`src/rtl/imgproc_msg_reader.sv`:
```
// Avalon-MM master that polls the image-processor FIFO and decodes 3-word bounding-box messages.
// Optional macro IMGPROC_MSG_READER_FLUSH_ON_START_EN: clear the slave FIFO once after reset.
module imgproc_msg_reader #(
  parameter int unsigned POLL_INTERVAL = 1024,
  parameter logic [31:0] MSG_ID        = 32'h00524242
) (
  input  logic        clk,
  input  logic        reset,
  output logic        m_chipselect,
  output logic        m_read,
  output logic        m_write,
  output logic [3:0]  m_address,
  output logic [31:0] m_writedata,
  input  logic [31:0] m_readdata,
  input  logic        enable,
  output logic [10:0] bb_x_min,
  output logic [10:0] bb_y_min,
  output logic [10:0] bb_x_max,
  output logic [10:0] bb_y_max,
  output logic        bb_valid,
  output logic [15:0] msg_count,
  output logic [7:0]  err_count
);

  typedef enum logic [3:0] {
    StIdle, StPoll, StPollWait, StRdId, StIdWait, StRdTl, StTlWait,
    StRdBr, StBrWait, StPublish,
`ifdef IMGPROC_MSG_READER_FLUSH_ON_START_EN
    StBackoff, StFlush
`else
    StBackoff
`endif
  } state_e;

`ifdef IMGPROC_MSG_READER_FLUSH_ON_START_EN
  localparam state_e ResetSt = StFlush;
`else
  localparam state_e ResetSt = StIdle;
`endif

  state_e      state_q, state_d;
  logic [31:0] cnt_q, cnt_d;
  logic [10:0] tl_x_q, tl_x_d, tl_y_q, tl_y_d;
  logic [10:0] x_min_q, x_min_d, y_min_q, y_min_d, x_max_q, x_max_d, y_max_q, y_max_d;
  logic        valid_q, valid_d;
  logic [15:0] msg_q, msg_d;
  logic [7:0]  err_q, err_d;
  logic        rd_q, rd_d, cs_q, cs_d, wr_d;
  logic [3:0]  addr_q, addr_d;

  always_comb begin
    state_d = state_q;
    cnt_d   = cnt_q;
    tl_x_d  = tl_x_q;
    tl_y_d  = tl_y_q;
    x_min_d = x_min_q;
    y_min_d = y_min_q;
    x_max_d = x_max_q;
    y_max_d = y_max_q;
    valid_d = 1'b0;
    msg_d   = msg_q;
    err_d   = err_q;
    wr_d    = 1'b0;
    unique case (state_q)
      StIdle:     if (enable) state_d = StPoll;
      StPoll:     state_d = StPollWait;
      StPollWait: begin
        if (m_readdata[15:8] >= 8'd3) begin
          state_d = StRdId;
        end else begin
          state_d = StBackoff;
          cnt_d   = 32'(POLL_INTERVAL);
        end
      end
      StRdId:     state_d = StIdWait;
      StIdWait: begin
        if (m_readdata == MSG_ID) begin
          state_d = StRdTl;
        end else begin
          // Dropping one word per attempt walks the FIFO back into alignment.
          if (err_q != 8'hFF) err_d = err_q + 8'd1;
          state_d = StIdle;
        end
      end
      StRdTl:     state_d = StTlWait;
      StTlWait: begin
        tl_x_d  = m_readdata[26:16];
        tl_y_d  = m_readdata[10:0];
        state_d = StRdBr;
      end
      StRdBr:     state_d = StBrWait;
      StBrWait: begin
        x_min_d = tl_x_q;
        y_min_d = tl_y_q;
        x_max_d = m_readdata[26:16];
        y_max_d = m_readdata[10:0];
        valid_d = 1'b1;
        msg_d   = msg_q + 16'd1;
        state_d = StPublish;
      end
      StPublish:  state_d = StIdle;
      StBackoff: begin
        // Exit on 1 so the counter lands on 0 exactly POLL_INTERVAL cycles after entry.
        if (cnt_q <= 32'd1) begin
          cnt_d   = '0;
          state_d = StIdle;
        end else begin
          cnt_d = cnt_q - 32'd1;
        end
      end
`ifdef IMGPROC_MSG_READER_FLUSH_ON_START_EN
      StFlush: begin
        wr_d    = 1'b1;
        state_d = StIdle;
      end
`endif
      default:    state_d = StIdle;
    endcase
    rd_d   = (state_d == StPoll) || (state_d == StRdId) ||
             (state_d == StRdTl) || (state_d == StRdBr);
    addr_d = (rd_d && state_d != StPoll) ? 4'd1 : 4'd0;
    cs_d   = rd_d | wr_d;
  end

  always_ff @(posedge clk) begin
    if (reset) begin
      state_q <= ResetSt;
      cnt_q   <= '0;
      tl_x_q  <= '0;
      tl_y_q  <= '0;
      x_min_q <= '0;
      y_min_q <= '0;
      x_max_q <= '0;
      y_max_q <= '0;
      valid_q <= 1'b0;
      msg_q   <= '0;
      err_q   <= '0;
      rd_q    <= 1'b0;
      cs_q    <= 1'b0;
      addr_q  <= '0;
    end else begin
      state_q <= state_d;
      cnt_q   <= cnt_d;
      tl_x_q  <= tl_x_d;
      tl_y_q  <= tl_y_d;
      x_min_q <= x_min_d;
      y_min_q <= y_min_d;
      x_max_q <= x_max_d;
      y_max_q <= y_max_d;
      valid_q <= valid_d;
      msg_q   <= msg_d;
      err_q   <= err_d;
      rd_q    <= rd_d;
      cs_q    <= cs_d;
      addr_q  <= addr_d;
    end
  end

`ifdef IMGPROC_MSG_READER_FLUSH_ON_START_EN
  logic        wr_q;
  logic [31:0] wdata_q;
  always_ff @(posedge clk) begin
    if (reset) begin
      wr_q    <= 1'b0;
      wdata_q <= '0;
    end else begin
      wr_q    <= wr_d;
      wdata_q <= wr_d ? 32'h00000010 : 32'h0;
    end
  end
  assign m_write     = wr_q;
  assign m_writedata = wdata_q;
`else
  assign m_write     = 1'b0;
  assign m_writedata = '0;
`endif

  assign m_chipselect = cs_q;
  assign m_read       = rd_q;
  assign m_address    = addr_q;
  assign bb_x_min     = x_min_q;
  assign bb_y_min     = y_min_q;
  assign bb_x_max     = x_max_q;
  assign bb_y_max     = y_max_q;
  assign bb_valid     = valid_q;
  assign msg_count    = msg_q;
  assign err_count    = err_q;

endmodule

```
`config.mk`:
```
export PLATFORM = sky130hd
export DESIGN_NAME = imgproc_msg_reader
export DESIGN_NICKNAME = d
export VERILOG_FILES = /design/src/rtl/imgproc_msg_reader.sv
export SDC_FILE = /design/constraint.sdc
export NUM_CORES = 1
export LEC_CHECK = 0
export CAP_MARGIN = 20
export CORE_MARGIN = 1.5
export CORE_UTILIZATION = 45
export DETAILED_ROUTE_END_ITERATION = 8
export PLACE_DENSITY = 0.74
export SETUP_SLACK_MARGIN = 0.2
export SKIP_LAST_GASP = 1
export SLEW_MARGIN = 20
export SYNTH_ARGS = -nofsm -noshare
export SYNTH_HDL_FRONTEND = slang
export SYNTH_SLANG_ARGS = --single-unit
```
`constraint.sdc`:
```
create_clock -name clk -period 2.7 [get_ports clk]
set_input_delay 0.405 -clock clk [delete_from_list [all_inputs] [get_ports clk]]
set_output_delay 0.405 -clock clk [all_outputs]
set_load 0.05 [all_outputs]
```
==> results.json, run 1 <==
{
  "clk_latency_ns": 0.42,
  "reg2reg_slack_ns": 0.40,
  "first_pass_iters": 5,
  "drc_errors": 0,
  "hpwlAfterDp_mm": 9.71,
  "yosys.area.top_type_share_pct": 45.4,
  "end_kind": "flip-flop",
  "die_w_um": 115,
  "fin_cells": 994,
  "crit_arrival_ns": 2.61,
  "cts_root_buffer": "clkbuf_16",
  "seqPwrFrac_pct": 41.2,
  "fin_nets": 852,
  "hold_end": "err_count[5]",
  "cp_max_fo": 7,
  "power_w": 0.00470,
  "p_int_w": 0.00350,
  "netlist_area_mm2": 0.00569,
  "hold_start": "reset",
  "wl_met1_mm": 6.11,
  "syn2layout_area_growth_pct": 30.0,
  "cp.required_ns": 3.01,
  "avgSynthCellArea_um2": 8.00,
  "p_sw_w": 0.00120,
  "combPwrFrac_pct": 9.9,
  "period_share_pct": 85.4,
  "drv_cap": 0,
  "clockBufferDepth": 2,
  "p_leak_nw": 2.73,
  "synth.distinct_cells": 63,
  "fin_area_mm2": 0.00739,
  "n_antenna_cell": 0,
  "reg2reg_depth": 6,
  "cts.sinks": 129,
  "path_class": "in2reg",
  "skew_ns": 0.00511,
  "dieArea_mm2": 0.0133,
  "slew_viol_final": 0,
  "drt_wl_total_mm": 14.2,
  "dr_wl_met3_um": 961,
  "via_count": 5240,
  "relSlewSlack_pct": 41.0,
  "finalHoldViolCount": 0,
  "syn_inst": 711,
  "timing.rr.end": "cnt_q[20]",
  "p_sw_share_pct": 25.6,
  "antenna_found_initial": 0,
  "rsz0062_at_grt": "no",
  "place_congestion": 0.834,
  "viasPerCell": 5.27,
  "synth-seq-cells": 129,
  "rows": 40,
  "maxUsedRoutingLayer": "met4",
  "tritoncts": "built",
  "cts.reportedPaths.clkPinSlew_ns": 0.06,
  "powerDensity_mw_per_mm2": 635,
  "core-area_mm2": 0.0122,
  "overflow": 0,
  "yosys-top-cells-area": "dfxtp_1 45%, nand2_1 11%, a21oi_1 8.0%",
  "fin_crit_ns": 2.31,
  "io_pins": 143,
  "fillCellCount": 1079,
  "drive_above_1_share_pct": 7.75,
  "grt_pass1_wl_mm": 23.2,
  "htreeDepth": 4,
  "worst_pin_slew_ns": 0.884,
  "setup_viol": 0,
  "hold_path_class": "in2reg",
  "tns_ns": 0,
  "ir_drop_v": 0.000404,
  "drtIter0Drc": 409,
  "synthArstFlopShare_pct": 0,
  "synth_warnings": 0,
  "avgRoutedWirePerCell_um": 14.3,
  "p_clk_share_pct": 48.9,
  "placed_area_mm2": 0.00678,
  "grt_max_degree": 88,
  "synth-edff-count": 0,
  "port_buffers": 106,
  "cts-hold-fix-buffers": 0,
  "holdPathStages": 2,
  "yosysSeqAreaShare_pct": 45.4,
  "synth_ff_type": "dfxtp_1",
  "dpl.cell_count": 962,
  "die_h_um": 115,
  "ant_nets": 0,
  "max_freq_mhz": 434,
  "grt_pass1_vias": 4947,
  "dr_wl_met2_mm": 6.90,
  "synth_top_area_cell": "dfxtp_1",
  "fin_util_pct": 60.8,
  "outcome": "finished, final reports clean",
  "numCtsBuffers": 17,
  "worst_setup_path_start_kind": "input pin",
  "start_util_pct": 46.8,
  "r2r_start": "cnt_q[24]",
  "grt_usage_pct": 22.0
}
[synth_stat cells, types with 2 or more instances]
master and count:
nand2_1 167, dfxtp_1 129, a21oi_1 91, nor2_1 55
buf_4 37, clkbuf_1 30, nor3_1 22, o21ai_0 16
xor2_1 16, nand3_1 13, nand4_1 10, a31oi_1 9
and3_1 9, nor4_1 7, xnor2_1 7, inv_1 6
or3_1 6, a22o_1 5, nor4b_1 5, a21o_1 4
ha_1 4, nand2b_1 4, a211oi_1 3, buf_2 3
mux2i_1 3, nor2b_1 3, or4_1 3, a32o_1 2
and2_1 2, buf_6 2, nand3b_1 2, nor3b_1 2
o21ai_1 2, o31ai_1 2, o32ai_1 2
[critical path: stages]
cell	delay, ns
clkdlybuf4s50_1	0.45
nor4b_1	0.54
nand4_1	0.15
or3_1	0.48
nand2_1	0.23
nor3_1	0.08
mux2_2	0.27
[power by group through the flow]
stage / Clock, W / Combinational [W] / Sequential, W
after global placement: 0 / 0.000450 / 0.00197
after global routing: 0.00239 / 0.000505 / 0.00194
after floorplan: 0 / 0.000349 / 0.00199
after detailed placement: 0 / 0.000459 / 0.00197
final: 0.00230 / 0.000466 / 0.00193
after CTS: 0.00232 / 0.000461 / 0.00193
[registers in the layout, indices dropped and copies added (netlist names)]
signal        cells
bb_x_max         11
bb_valid          1
bb_x_min         11
cnt_q            32
msg_count        16
bb_y_min         11
err_count         8
state_q           4
tl_x_q           11
m_chipselect      1
m_address         1
bb_y_max         11
tl_y_q           11
[through the flow]
step	hold slack [ns]	setup slack [ns]
final	0.305	0.394
after floorplan	0.432	0.598
after global routing	0.305	0.210
after detailed placement	0.444	-0.117
after global placement	0.437	-0.0207
after CTS	0.290	0.320
[routing by layer]
metal | GRT usage (%) | up-vias
met4 | 7.98 | 0
met5 | 0 | -
met2 | 37.0 | 192
met1 | 26.3 | 2446
met3 | 7.32 | 21
li1 | - | 2581
[placed cells by master (no fill, tap or decap), types with 4 or more instances in the layout]
cell type        instances
nand2_1                167
dfxtp_1                129
clkdlybuf4s50_1        105
a21oi_1                 90
nor2_1                  55
conb_1                  36
nor3_1                  21
clkbuf_16               17
buf_4                   17
o21ai_0                 16
xor2_1                  16
nand3_1                 12
nand4_1                 10
and3_1                   9
a31oi_1                  9
xnor2_1                  7
nor4_1                   7
inv_1                    6
or3_1                    6
a22o_1                   5
clkinvlp_4               5
nor4b_1                  4
nand2b_1                 4
a21o_1                   4
ha_1                     4
[cells by family (layout without fill, tap and decap cells)]
logic type / count (synthesis) / after routing / share of synthesized area (%)
buffers and inverters: 80 / 160 / 8.20
xor gates and xnor gates: 23 / 23 / 3.54
AOI/OAI and AO/OA: 148 / 148 / 15.0
and+or+nand+nor: 322 / 322 / 26.1
DFF: 129 / 129 / 45.4
muxes: 4 / 4 / 0.726
adders and majority gates: 4 / 4 / 0.880
other: 1 / 36 / 0.0659
[final cells by class]
cell class,count,area (um2),share of cell area [%]
multi-input combinational,537,2800,37.9
sequential,129,2580,34.9
inverter,6,22.5,0.305
timing repair buffer,122,1180,15.9
clock inverter,12,134,1.81
clock buffer,20,467,6.31
tap,168,210,2.84
[what timing repair did]
item                       CTS  global route
hold endpoints to repair     0             0
buffers inserted             0             0
setup endpoints to repair    0            12
resized for setup            0             3
[worst max path at each step]
stage / startpoint / endpoint / slack (ns) / depth (start not counted)
after detailed placement: m_readdata[24] / err_count[7] / -0.12 / 7
after global routing: state_q[2] / err_count[7] / 0.21 / 6
after CTS: m_readdata[24] / err_count[7] / 0.32 / 7
final: m_readdata[19] / err_count[7] / 0.39 / 7
after floorplan: cnt_q[24] / cnt_q[30] / 0.60 / 5
after global placement: m_readdata[24] / err_count[7] / -0.02 / 7
Power figures use the tool's default switching activity.
==> run 2: changes to the inputs <==
--- a/config.mk
+++ b/config.mk
@@ -5,11 +5,10 @@
 export SDC_FILE = /design/constraint.sdc
 export NUM_CORES = 1
 export LEC_CHECK = 0
-export CAP_MARGIN = 20
 export CORE_MARGIN = 1.5
-export CORE_UTILIZATION = 45
+export CORE_UTILIZATION = 49
 export DETAILED_ROUTE_END_ITERATION = 8
-export PLACE_DENSITY = 0.74
+export PLACE_DENSITY = 0.8
 export SETUP_SLACK_MARGIN = 0.2
 export SKIP_LAST_GASP = 1
 export SLEW_MARGIN = 20
==> results.json, run 2 (synthesis gave the netlist of run 1 again) <==
{
  "outcome": "finished, final reports clean",
  "grt_max_degree": 65,
  "core-area_mm2": 0.0114,
  "cts_root_buffer": "clkbuf_16",
  "crit_slowest_cell": "dfxtp_1",
  "post-cts-setup-buffer-count": 0,
  "numCtsBuffers": 17,
  "clockBufferDepth": 2,
  "port_buffers": 106,
  "die_w_um": 111,
  "rows": 39,
  "crit_start": "state_q[2]",
  "drv_cap": 0,
  "worst_setup_path_start_kind": "flip-flop",
  "cts.sinks": 129,
  "antenna_found_initial": 0,
  "avgRoutedWirePerCell_um": 14.4,
  "grt_pass1_vias": 4751,
  "top_register": "cnt_q",
  "drive_above_1_share_pct": 6.81,
  "drt_wl_total_mm": 13.9,
  "cts.reportedPaths.clkPinSlew_ns": 0.06,
  "viasPerCell": 5.38,
  "start_util_pct": 50.0,
  "clk_latency_ns": 0.42,
  "overflow": 0,
  "path_class": "reg2reg",
  "grt_pass1_wl_mm": 22.7,
  "rsz0062_at_grt": "no",
  "n_antenna_cell": 0,
  "place_congestion": 0.826,
  "path_cells": "nor2b_1, nand2_1, a41oi_1, nand2_1, nor3_1, mux2_2",
  "cts-hold-fix-buffers": 0,
  "cp_max_fo": 11,
  "cp.required_ns": 3.00,
  "tritoncts": "built",
  "r2r_start": "state_q[2]",
  "fin_util_pct": 64.9,
  "relSlewSlack_pct": 53.9,
  "critPathMostFrequentCell": "nand2_1",
  "htreeDepth": 4,
  "io_pins": 143,
  "drc_errors": 0,
  "tns_ns": 0,
  "p_leak_nw": 2.74,
  "grt_usage_pct": 22.7,
  "fin_crit_ns": 2.34,
  "worst_pin_slew_ns": 0.685,
  "final_cell_mix": "167 x nand2_1, 129 x dfxtp_1, 105 x clkdlybuf4s50_1",
  "hpwlAfterDp_mm": 9.62,
  "crit_path_max_incr_delay_ns": 0.56,
  "setup_viol": 0,
  "largest_register_ffs": 32,
  "ir_drop_v": 0.000634,
  "hold_start": "reset",
  "syn2layout_area_growth_pct": 29.7,
  "final_common_cell": "nand2_1",
  "fin_nets": 849,
  "worst_hold_slack_ns": 0.400,
  "die_h_um": 111,
  "via_count": 5196,
  "first_pass_iters": 5,
  "cts_resized": 0,
  "slew_viol_final": 0,
  "finalHoldViolCount": 0,
  "skew_ns": 0.00750,
  "period_share_pct": 86.6,
  "ant_nets": 0,
  "dieArea_mm2": 0.0123,
  "drtIter0Drc": 377,
  "end_kind": "flip-flop",
  "crit_arrival_ns": 2.64,
  "max_freq_mhz": 428,
  "powerDensity_mw_per_mm2": 658,
  "hold_path_class": "in2reg"
}
## run 2: metrics by stage
step | std cells | total power, W | area [um2] | setup WS [ns]
after floorplan | 746 | 0.00234 | 5820 | 0.598
after global placement | 934 | 0.00242 | 6740 | 0.0673
after detailed placement | 934 | 0.00243 | 6740 | 0.0452
after CTS | 965 | 0.00489 | 7370 | 0.413
after global routing | 965 | 0.00500 | 7380 | 0.208
final | 965 | 0.00486 | 7380 | 0.361
## run 2: metal layers
| metal | routed length (um) | track usage (%) | up-vias |
|---|---|---|---|
| met5 | 0 | 0 | - |
| met4 | 197 | 7.09 | 0 |
| met3 | 917 | 8.09 | 16 |
| met2 | 6900 | 38.5 | 171 |
| met1 | 5860 | 26.8 | 2447 |
| li1 | - | - | 2562 |
## run 2: path summary, 6_finish.rpt
path,cells after the start,end,slack [ns]
setup / recovery,6,err_count[7],0.36
hold / removal,2,err_count[4],0.40
setup reg to reg,6,err_count[7],0.36
hold reg to reg,2,bb_x_min[9],0.45
## run 2: critical path, delay by kind of cell, from the launching register on
kind	cells	cell delay, ns
AO/OA/AOI/OAI	1	0.42
multiplexers	1	0.35
flip-flops	1	0.56
AND/OR/NAND/NOR	4	0.89
## run 2: area by class of cell
cell class                 count  area, um2
inverter                       6       22.5
clock buffer                  20        447
tap                          143        179
multi-input combinational    537       2790
clock inverter                11        186
fill                         945       3990
sequential                   129       2580
timing repair buffer         119       1170
## run 2: report_power, final
group | total, W | switching (W) | internal (W) | leakage, nW
registers | 0.00194 | 0.0000209 | 0.00192 | 1.04
logic | 0.000455 | 0.000312 | 0.000143 | 1.40
clock network | 0.00246 | 0.000813 | 0.00165 | 0.310
==> run 3: changes to the inputs <==
--- a/config.mk
+++ b/config.mk
@@ -5,10 +5,12 @@
 export SDC_FILE = /design/constraint.sdc
 export NUM_CORES = 1
 export LEC_CHECK = 0
+export CELL_PAD_IN_SITES_DETAIL_PLACEMENT = 1
+export CELL_PAD_IN_SITES_GLOBAL_PLACEMENT = 2
 export CORE_MARGIN = 1.5
-export CORE_UTILIZATION = 49
+export CORE_UTILIZATION = 28
 export DETAILED_ROUTE_END_ITERATION = 8
-export PLACE_DENSITY = 0.8
+export PLACE_DENSITY_LB_ADDON = 0.1
 export SETUP_SLACK_MARGIN = 0.2
 export SKIP_LAST_GASP = 1
 export SLEW_MARGIN = 20
==> results.json, run 3 (synthesis gave the netlist of run 1 again) <==
{
  "outcome": "finished, final reports clean",
  "cts_resized": 0,
  "tritoncts": "built",
  "path_delay_family": "simple AND/OR/NAND/NOR gates",
  "fin_area_mm2": 0.00754,
  "largest_register_ffs": 32,
  "cts_root_buffer": "clkbuf_16",
  "dpl.cell_count": 1065,
  "drc_errors": 0,
  "placed_area_mm2": 0.00696,
  "hpwlAfterDp_mm": 12.1,
  "cp_max_fo": 7,
  "drv_cap": 0,
  "cts.reportedPaths.clkPinSlew_ns": 0.06,
  "post-cts-setup-buffer-count": 0,
  "port_buffers": 106,
  "crit_arrival_ns": 2.67,
  "clk_latency_ns": 0.42,
  "overflow": 0,
  "drtIter0Drc": 129,
  "numCtsBuffers": 17,
  "worst_pin_slew_ns": 0.735,
  "rsz0062_at_grt": "no",
  "ant_nets": 0,
  "drt_wl_total_mm": 17.1,
  "hold_path_class": "in2reg",
  "end_kind": "flip-flop",
  "setup_viol": 0,
  "path_cells": "or4_4, or3_1, or2_0, or4_1, a21oi_1",
  "drive_above_1_share_pct": 8.06,
  "cp.required_ns": 3.05,
  "final_common_cell": "nand2_1",
  "via_count": 5185,
  "fillCellCount": 2342,
  "grt_max_degree": 63,
  "htreeDepth": 4,
  "finalHoldViolCount": 0,
  "die_w_um": 146,
  "p_leak_nw": 2.74,
  "crit_slowest_cell": "or4_4",
  "path_buf_inv": 0,
  "path_class": "reg2reg",
  "tns_ns": 0,
  "top_register": "cnt_q",
  "dieArea_mm2": 0.0212,
  "fin_crit_ns": 2.32,
  "register_area_mm2": 0.00258,
  "syn2layout_area_growth_pct": 32.6,
  "io_pins": 143,
  "fin_cells": 1096,
  "slew_viol_final": 0,
  "grt_pass1_vias": 5294,
  "max_freq_mhz": 431,
  "worst_setup_path_start_kind": "flip-flop",
  "skew_ns": 0.00762,
  "place_congestion": 0.753,
  "n_antenna_cell": 0,
  "ir_drop_v": 0.000446,
  "die_h_um": 146,
  "start_util_pct": 28.8,
  "grt_pass1_wl_mm": 28.0,
  "core-area_mm2": 0.0197,
  "avgRoutedWirePerCell_um": 15.6,
  "final_cell_mix": "167 x nand2_1, 129 x dfxtp_1, 105 x clkdlybuf4s50_1",
  "first_pass_iters": 4,
  "relSlewSlack_pct": 50.5,
  "crit_path_max_incr_delay_ns": 0.60,
  "grt_usage_pct": 16.5,
  "cts-hold-fix-buffers": 0,
  "powerDensity_mw_per_mm2": 625,
  "clockBufferDepth": 2,
  "rows": 51,
  "multi_input_area_mm2": 0.00278,
  "antenna_found_initial": 0,
  "fin_nets": 858,
  "period_share_pct": 85.9,
  "viasPerCell": 4.73,
  "cts.sinks": 129
}
-- run 3: cell count changes in the layout (fill, tap and decap cells not counted), moves of 2 or more --
cell        previous run  this run
clkinv_2               4         0
buf_4                 13        22
bufinv_16              5         2
inv_6                  0         3
clkinv_4               1         4
clkinvlp_4             1         5
clkbuf_1               2         0
-- run 3: final cells by class --
type / instances / area share [%]
timing repair buffer: 128 / 16.4
inverter: 6 / 0.299
tap: 265 / 4.40
multi-input combinational: 537 / 36.9
clock inverter: 14 / 2.11
clock buffer: 17 / 5.64
sequential: 129 / 34.2
-- run 3: per-stage QoR --
step	worst slack (ns)	util, %	total power [W]	hold WS, ns
final	0.380	38.2	0.00471	0.319
after global routing	0.244	38.2	0.00493	0.325
after CTS	0.323	38.2	0.00479	0.304
after detailed placement	0.0378	35.3	0.00246	0.447
after global placement	0.0475	35.3	0.00245	0.438
after floorplan	0.598	-	0.00234	0.432
-- run 3: path summary, 6_finish.rpt --
path,slack [ns],depth (start not counted),start,endpoint
worst min-delay path,0.32,2,reset,cnt_q[0]
worst min register to register,0.45,2,tl_x_q[10],bb_x_min[10]
worst max-delay path,0.38,5,cnt_q[24],cnt_q[30]
worst max register to register,0.38,5,cnt_q[24],cnt_q[30]
-- run 3: metal layers --
| layer | vias up | wire, um | GRT usage (%) |
|---|---|---|---|
| met5 | - | 0 | 0 |
| met4 | 0 | 228 | 5.46 |
| met3 | 13 | 877 | 4.92 |
| met2 | 104 | 8110 | 27.4 |
| met1 | 2491 | 7840 | 20.4 |
| li1 | 2577 | - | - |
-- run 3: worst reg2reg max path, delay by kind of cell, from the launching register on --
family / cells / cell delay (ns)
and+or+nand+nor: 4 / 1.72
DFF: 1 / 0.38
AOI/OAI and AO/OA: 1 / 0.15
-- run 3: where the power goes --
| part | internal, W | total (W) | switching, W |
|---|---|---|---|
| combinational | 0.000154 | 0.000484 | 0.000330 |
| sequential | 0.00192 | 0.00194 | 0.0000175 |
| clock | 0.00137 | 0.00229 | 0.000928 |
| total | 0.00344 | 0.00471 | 0.00128 |
